**src/rtl/berger_one_err_monitor.sv**
```systemverilog
`default_nettype none
// ============================================================================
// Module      : berger_one_err_monitor
// Description : Error monitor placed after the 12-bit Berger decoder on the
//               memory read path. Each decoded beat is registered and
//               forwarded with one cycle of latency. Errored beats are logged
//               with a saturating error count and a capture of the first
//               failing address. An interrupt is raised for the
//               scrub/diagnostic controller.
// Revision    : 1.0 - initial release
//
// Ports
//   clk             in   clock, all state on the rising edge
//   rst_n           in   asynchronous active-low reset
//   in_valid        in   decoder beat valid
//   in_addr         in   [ADDR_W] address of the beat
//   in_data         in   [8] decoded data byte
//   in_error        in   decoder error_detected (ignored when !in_valid)
//   clr             in   one-cycle clear of all error state
//   out_valid       out  registered in_valid
//   out_data        out  [8] registered in_data
//   out_error       out  registered in_error & in_valid
//   err_count       out  [CNT_W] saturating count of errored beats
//   first_err_addr  out  [ADDR_W] address of first errored beat since clear
//   first_err_valid out  first_err_addr holds a captured address
//   err_sat         out  err_count is all-ones
//   irq             out  error interrupt
//
// Build option
//   BERGER_ONE_IRQ_THRESH_EN
//     undefined : irq is a one-cycle pulse on each CLEAN->ERRORED transition
//                 and THRESH is unused.
//     defined   : irq is a level. It sets when err_count becomes >= THRESH
//                 and is held until clr or reset.
// ============================================================================
module berger_one_err_monitor #(
   parameter int ADDR_W = 8,
   parameter int CNT_W  = 8,
   parameter int THRESH = 4
) (
   input  logic              clk,
   input  logic              rst_n,
   input  logic              in_valid,
   input  logic [ADDR_W-1:0] in_addr,
   input  logic [7:0]        in_data,
   input  logic              in_error,
   input  logic              clr,
   output logic              out_valid,
   output logic [7:0]        out_data,
   output logic              out_error,
   output logic [CNT_W-1:0]  err_count,
   output logic [ADDR_W-1:0] first_err_addr,
   output logic              first_err_valid,
   output logic              err_sat,
   output logic              irq
);

   typedef enum logic [1:0] {
      CLEAN     = 2'd0,
      ERRORED   = 2'd1,
      SATURATED = 2'd2
   } state_t;

   localparam logic [CNT_W-1:0] CNT_MAX = {CNT_W{1'b1}};

   // THRESH = 0 is not a meaningful threshold. This empty block only makes
   // an illegal value visible in the elaborated hierarchy.
   if (THRESH < 1) begin : g_thresh_illegal
   end

   state_t            state;
   state_t            base_state;
   state_t            state_nx;
   logic [CNT_W-1:0]  base_cnt;
   logic [CNT_W-1:0]  cnt_nx;
   logic [CNT_W:0]    cnt_sum;
   logic [ADDR_W-1:0] base_addr;
   logic [ADDR_W-1:0] addr_nx;
   logic              base_fv;
   logic              fv_nx;
   logic              err_beat;
   logic              first_err;

   // A clear is applied first and an error beat in the same cycle is then
   // logged on top of the cleared state. The "base_*" values are the state
   // as seen after the clear.
   always_comb begin
      err_beat   = in_valid & in_error;
      base_state = clr ? CLEAN : state;
      base_cnt   = clr ? '0 : err_count;
      base_addr  = clr ? '0 : first_err_addr;
      base_fv    = clr ? 1'b0 : first_err_valid;

      state_nx   = base_state;
      cnt_nx     = base_cnt;
      addr_nx    = base_addr;
      fv_nx      = base_fv;
      first_err  = 1'b0;

      // The increment is one bit wider so that the carry shows the overflow.
      cnt_sum    = {1'b0, base_cnt} + {{CNT_W{1'b0}}, 1'b1};

      if (err_beat) begin
         case (base_state)
            CLEAN, ERRORED: begin
               cnt_nx   = cnt_sum[CNT_W] ? CNT_MAX : cnt_sum[CNT_W-1:0];
               state_nx = (cnt_nx == CNT_MAX) ? SATURATED : ERRORED;
               if (base_state == CLEAN) begin
                  addr_nx   = in_addr;
                  fv_nx     = 1'b1;
                  first_err = 1'b1;
               end
            end
            SATURATED: begin
               state_nx = SATURATED;
            end
            default: begin
               state_nx = CLEAN;
            end
         endcase
      end
   end

`ifdef BERGER_ONE_IRQ_THRESH_EN
   localparam logic [31:0] THRESH_U = 32'(THRESH);
   logic irq_nx;

   // The comparison is made at 32 bits. A THRESH above the counter range
   // therefore never matches.
   always_comb begin
      irq_nx = ((clr ? 1'b0 : irq) | (32'(cnt_nx) >= THRESH_U));
   end

   // first_err is used only by the pulse interrupt.
   logic unused_first_err;
   assign unused_first_err = first_err;
`else
   logic irq_nx;

   always_comb begin
      irq_nx = first_err;
   end
`endif

   always_ff @(posedge clk or negedge rst_n) begin
      if (!rst_n) begin
         state           <= CLEAN;
         out_valid       <= 1'b0;
         out_data        <= 8'h00;
         out_error       <= 1'b0;
         err_count       <= '0;
         first_err_addr  <= '0;
         first_err_valid <= 1'b0;
         err_sat         <= 1'b0;
         irq             <= 1'b0;
      end else begin
         state           <= state_nx;
         out_valid       <= in_valid;
         out_data        <= in_data;
         out_error       <= in_error & in_valid;
         err_count       <= cnt_nx;
         first_err_addr  <= addr_nx;
         first_err_valid <= fv_nx;
         err_sat         <= (state_nx == SATURATED);
         irq             <= irq_nx;
      end
   end

endmodule
`default_nettype wire

```
**config.mk**
```make
export PLATFORM = sky130hd
export DESIGN_NAME = berger_one_err_monitor
export DESIGN_NICKNAME = d
export VERILOG_FILES = /design/src/rtl/berger_one_err_monitor.sv
export SDC_FILE = /design/constraint.sdc
export NUM_CORES = 1
export LEC_CHECK = 0
export BUFFER_PORTS_ARGS = -buffer_cell sky130_fd_sc_hd__buf_4
export CAP_MARGIN = 5
export CORE_UTILIZATION = 51
export CTS_CLUSTER_SIZE = 25
export DETAILED_ROUTE_END_ITERATION = 6
export PLACE_DENSITY_LB_ADDON = 0.08
export SLEW_MARGIN = 10
export SYNTH_ARGS = -nofsm -noshare
export SYNTH_HDL_FRONTEND = slang
export SYNTH_SLANG_ARGS = --single-unit
```
**constraint.sdc**
```tcl
create_clock -name clk -period 3.2 [get_ports clk]
set_input_delay 0.96 -clock clk [delete_from_list [all_inputs] [get_ports clk]]
set_output_delay 0.96 -clock clk [all_outputs]
set_load 0.02 [all_outputs]
```
==> summary.md, run 1 <==
| Metric | Value |
|---|---|
| First-pass GRT wire length | between 4000 and 5000 µm |
| RSZ-0062 raised after global routing | false |
| Main synth FF type | dfrtp_1 |
| Maximum fanout along the worst path | 21 |
| Avg Inst Size Synth | around 12 µm² |
| Io pins | 50 |
| Clock latency on the worst-skew pair | roughly 0.34 ns |
| Layout cells sized above 1 | 42.86% |
| Pleak | 0.0008626 µW |
| Initial antenna violation count | 0 |
| Peak VDD IR | 0.4226 mV |
| Final period util | 76.86% |
| Vias per Instance | approximately 5.3 |
| Worst Setup End Kind | register |
| Clk sink count | 31 |
| Number of global-route vias before repair | between 1,000 and 1,500 |
| Asr flop ratio synth | 100.0% |
| Syn Inst Count | 114 |
| DRC errors left | 0 |
| Clock root cell | clkbuf_4 |
| First-pass DRT Iterations | 4 |
| Layout Cells excl Fill | ~200 |
| WHS | 0.4992 ns |
| Yosys reg bits | 31 |
| Commonest non-fill, non-tap cell in the layout | buf_4 |
| Die area | 2821 µm² |
| Row count | 18 |
| H-tree depth | 2 |
| Pwr/cell area | between 400 and 500 nW/µm² |
| Maxcap violations | 0 |
| Area grow syn2layout | 33.62% |
| GRT overflow | 0 |
| Worst path arrival time | ~2.7 ns |
| CP Launch Type | primary input |
| Largest net degree at the start of global routing | 32 |
| Placed cell count | 190 |
| Syn nets | 136 |
| Vias | 1,057 |
| Synth Cell Area | 1333 µm² |
| Nets | 189 |
| Fin crit period | between 2 and 2.5 ns |
| Synth top area share | 58.22% |
| Starting DRT DRC Count | 25 |
| Synth warn | 0 |
| Wire per inst | 13.65 µm |
| # port buffers | between 40 and 50 |
| Final Hold Fails | 0 |
| Starting density of the core | about 54% |
| PostCTS Resize Cnt | 0 |
| Relative slew slack | between 60% and 70% |
| HPWL Detailed | ~2000 µm |
| Setup TNS | 0 ns |
| Die width | 53.12 µm |
| Number of flops mapped to enable cells by yosys | 0 |
| Worst path required time | 3.44 ns |
| Clock transition at path regs | ~0.1 ns |
| Die height | 53.12 µm |
| Yosys top cell by area | dfrtp_1 |
| TritonCTS buffer count | 5 |
| Remaining antenna violation count | 0 |
| Finished Core Util | 71.87% |
| Sequential fraction of the synthesis area | 58.22% |
| Slew @ Worst Pin | 0.5554 ns |
| Number of diodes | 0 |
| Gr usage total | 22.66% |
| Status | completed |
| Final GP Congestion | 0.9350 |
| Post-CTS Hold Buffers | 0 |
| Post-CTS setup-driven buffer insertion count | 0 |
| Max-slew violation count | 0 |
| Netlist cell types | 31 |
| Layout Skew | 0.01053 ns |
| Final setup fails | 0 |
| CTS tree | built |
| Total Routed Length | 2702 µm |
| Max Clk Rate | 406.6 MHz |
| Placeable Area | between 2000 and 2500 µm² |
| Hold Path Class | register to register |
| Commonest cells after routing, fill and taps aside | buf_4 (49), dfrtp_1 (31), nor2b_1 (13), nand2_1 (9), mux2_2 (9) |
| Max Root-Sink Buffers | 2 |
| Critical path class | primary input to register |
| Synth area leaders | dfrtp_1 (58%), mux2_2 (7.6%), nor2b_1 (6.1%) |
[where the power goes]
group          internal, µW  switching, µW  total [µW]
Clock                  84.6            138         223
Sequential              411           10.3         421
Combinational          56.6           59.8         116
Total                   552            208         761
[logic make-up (layout without fill, tap and decap cells)]
logic type               after synthesis  after routing  synth area share, %
flip-flops                            31             31                58.22
adder cells (fa/ha/maj)                1              1               0.9388
AND/OR/NAND/NOR                       50             50                21.50
buffers and inverters                  5             59                1.408
XOR/XNOR                               4              4                2.630
multiplexers                          11             11                9.108
AO/OA/AOI/OAI                         12             12                6.198
[critical path: stages]
cell	delay, ns
buf_4	0.18
nor2b_1	0.27
ha_1	0.29
xnor2_1	0.08
or4b_4	0.52
o21a_1	0.21
o32ai_2	0.19
[final timing paths]
kind                                 start               to  slack [ns]  depth (start not counted)
max                                    clr          err_sat        0.74                          7
min                        first_err_valid  first_err_valid        0.50                          1
max reg2reg                   err_count[0]          err_sat        1.08                          6
min reg2reg                first_err_valid  first_err_valid        0.50                          1
max in group asynchronous            rst_n      out_data[2]        2.39                          1
min in group asynchronous            rst_n      out_data[4]        0.53                          1
[flip-flops by register name, indices dropped and copies added, names as in the netlist]
register	count
out_valid	1
out_error	1
out_data	8
first_err_addr	8
first_err_valid	1
err_count	8
irq	1
err_sat	1
state	2
[area by class of cell]
class / count / area, µm²
clock buffers: 6 / 41.29
inverters: 2 / 7.507
clock inverters: 2 / 12.51
flip-flops and latches: 31 / 775.7
repair buffers: 49 / 367.9
multi-input cells: 78 / 538.0
well taps: 30 / 37.54
fillers: 205 / 696.9
[through the flow]
step	power, µW	area (µm²)	setup slack, ns
final	760.7	1780	0.7404
after global routing	797.4	1780	0.6459
after CTS	768.5	1780	0.7596
after detailed placement	547.1	1727	0.4320
after global placement	543.3	1727	0.4825
after floorplan	483.6	1333	0.5341
[synthesized netlist by cell type, types with 2 or more instances]
cell type  number
a21oi_1         4
and2_2          2
clkbuf_1        3
dfrtp_1        31
mux2_2          9
mux2i_1         2
nand2_1         9
nand2b_1        2
nand3_1         4
nand3b_1        2
nand4_1         2
nor2_1          4
nor2b_1        13
nor3_1          6
o21ai_0         3
xor2_1          3
[routing by layer]
metal | track usage, % | part of all wire, % | vias to the layer above
met4 | 14.04 | 2.7 | 0
met3 | 10.63 | 6.7 | 8
met2 | 35.86 | 50 | 35
met1 | 24.22 | 40 | 514
met5 | 0 | 0 | -
li1 | - | - | 500
No activity file was read; power rests on OpenSTA's default activity.
==> run 2: changes to the inputs <==
--- a/config.mk
+++ b/config.mk
@@ -7,7 +7,7 @@
 export LEC_CHECK = 0
 export BUFFER_PORTS_ARGS = -buffer_cell sky130_fd_sc_hd__buf_4
 export CAP_MARGIN = 5
-export CORE_UTILIZATION = 51
+export CORE_UTILIZATION = 43
 export CTS_CLUSTER_SIZE = 25
 export DETAILED_ROUTE_END_ITERATION = 6
 export PLACE_DENSITY_LB_ADDON = 0.08
==> constraint.sdc (replaced) <==
create_clock -name clk -period 2.1 [get_ports clk]
set_input_delay 0.63 -clock clk [delete_from_list [all_inputs] [get_ports clk]]
set_output_delay 0.63 -clock clk [all_outputs]
set_load 0.02 [all_outputs]
==> run 2 against run 1 <==
The run now ends with design-rule violations left. Register-to-register slack lost 0.84 ns. Via count grew 1.6%. Flip-flop and latch count stayed put. Worst hold slack worse by 0.28 ns. Non-clock buffer count grew 11. Worst setup slack worse by 0.50 ns. Sequential share of layout area shrank 2.6 points. Critical path depth decreased by 1. Global-route usage decreased by 3.2 points.
==> summary.md, run 2 (synthesis gave the netlist of run 1 again) <==
| Metric | Value |
|---|---|
| Row count | 19 |
| Worst path required time | 2.33 ns |
| Starting density of the core | approximately 47% |
| Worst path arrival time | ~2.1 ns |
| Final Hold Fails | 0 |
| Area grow syn2layout | 42.16% |
| Design area | 1894 µm² |
| Vias | 1,074 |
| Clock root cell | clkbuf_4 |
| CP Capture Point | err_sat |
| Max Root-Sink Buffers | 2 |
| Remaining antenna violation count | 0 |
| Regs by FF count | err_count (8), first_err_addr (8), out_data (8) |
| Post-CTS setup-driven buffer insertion count | 0 |
| Hold Path Class | primary input to async pin |
| Pwr/cell area | roughly 620 nW/µm² |
| DRC errors left | 2 |
| # port buffers | 49 |
| Finished Core Util | about two thirds |
| Cells along the critical path | nor2b_4 -> ha_4 -> xnor2_1 -> or4b_4 -> o21a_1 -> o32ai_2 |
| Flop2flop setup slack | 0.24 ns |
| Nets | 200 |
| Gr usage total | 19.44% |
| Placed cell areas | 1838 µm² |
| Final setup fails | 0 |
| Clk sink count | 31 |
| Max-slew violation count | 0 |
| CTS tree | built |
| Layout Skew | 0.003188 ns |
| H-tree depth | 2 |
| Vias per Instance | 5.139 |
| Total Routed Length | 2811 µm |
| Number of global-route vias before repair | roughly 1,000 |
| Placeable Area | 2853 µm² |
| First-pass DRT Iterations | 6 |
| Fin crit period | 1.860 ns |
| Number of diodes | 0 |
| Critical path startpoint | err_count[0] |
| Status | complete, but fails checks |
| Die height | ~58 µm |
| Initial antenna violation count | 0 |
| Die width | 57.67 µm |
| Layout cells sized above 1 | 48.31% |
| Max Clk Rate | 537.6 MHz |
| Setup TNS | 0 ns |
| PostCTS Resize Cnt | 0 |
| HPWL Detailed | about 2100 µm |
| Final GP Congestion | 0.8702 |
| CP max-delay cell | or4b_4 |
| First-pass GRT wire length | 4754 µm |
| Clock latency on the worst-skew pair | about 0.32 ns |
| Placed cell count | 202 |
| GRT overflow | 0 |
| Filler instances | roughly 220 |
| RSZ-0062 raised after global routing | false |
| Reg-to-reg endpoint | err_sat |
| Critical Path Max Stage Delay | 0.54 ns |
| Commonest cells after routing, fill and taps aside | buf_4 (60), dfrtp_1 (31), nor2b_1 (11), nand2_1 (9), mux2_2 (9) |
| Layout Cells excl Fill | 209 |
| Post-CTS Hold Buffers | 0 |
| Largest net degree at the start of global routing | 32 |
| Critical path class | register to register |
| Die area | 3325 µm² |
| CP Launch Type | register |
| Io pins | 50 |
| Failing checks | design-rule violations |
| Reg2Reg Depth | 6 |
| Relative slew slack | 68.14% |
| TritonCTS buffer count | 5 |
| Final period util | between 80% and 90% |
| Slew @ Worst Pin | around 0.47 ns |
| Commonest non-fill, non-tap cell in the layout | buf_4 |
| Peak VDD IR | 0.5196 mV |
| Wire per inst | 13.45 µm |
| Maximum fanout along the worst path | 5 |
| Tot Pwr | between 1000 and 1500 µW |
| Clock transition at path regs | around 0.090 ns |
| RR Startpoint | err_count[0] |
| Starting DRT DRC Count | 72 |
| Maxcap violations | 0 |
| Pleak | 0.0009263 µW |
| Worst Setup End Kind | register |
[run 2: cell types whose count changed in the layout (fill, tap and decap cells not counted)]
cell | previous run | this run
clkinvlp_4 | 1 | 0
buf_4 | 49 | 60
clkbuf_8 | 0 | 1
nor2b_4 | 0 | 2
clkbuf_1 | 1 | 0
ha_1 | 1 | 0
nor2b_1 | 13 | 11
ha_4 | 0 | 1
[run 2: worst max-delay path: cells and delay by family, from the launching register on]
family	cells	cell delay [ns]
adders and majority gates	1	0.16
xor gates and xnor gates	1	0.11
DFF	1	0.43
and+or+nand+nor	2	0.70
AOI/OAI and AO/OA	2	0.37
[run 2: cell type report]
type                            instances  area, µm²  area share [%]
Clock buffer                            6      51.30           2.708
Multi-Input combinational cell         78      565.5           29.85
Inverter                                2      7.507          0.3963
Tap cell                               31      38.79           2.048
Timing Repair Buffer                   60      450.4           23.78
Sequential cell                        31      775.7           40.95
Clock inverter                          1      5.005          0.2642
[run 2: metrics by stage]
stage / worst slack [ns] / hold slack [ns]
finish: 0.2398 / 0.2212
global route: 0.1842 / 0.2284
CTS: 0.2378 / 0.2232
detailed placement: -0.03276 / 0.4740
global placement: 0.006994 / 0.4743
floorplan: 0.008066 / 0.3344
[run 2: worst min-delay path by stage]
stage	startpoint	endpoint	slack [ns]	cells after the start
final	rst_n	err_count[0]	0.22	1
after global routing	rst_n	out_valid	0.23	1
after detailed placement	state[0]	err_sat	0.47	1
after floorplan	rst_n	err_count[0]	0.33	0
after CTS	rst_n	out_data[2]	0.22	1
after global placement	first_err_valid	first_err_valid	0.47	1
[run 2: per-layer routing]
metal / global-route usage [%] / vias up / wire length [µm]
li1: - / 520 / -
met1: 22.50 / 520 / 1153
met2: 32.89 / 30 / 1451
met3: 7.589 / 4 / 173
met4: 7.143 / 0 / 33
met5: 0 / - / 0
[run 2: power by group]
group	total [µW]	switching (µW)	internal, µW	leakage, µW
sequential	642	16.1	626	0.000398
clock	343	188	155	0.0000341
combinational	195	96.1	99.0	0.000494
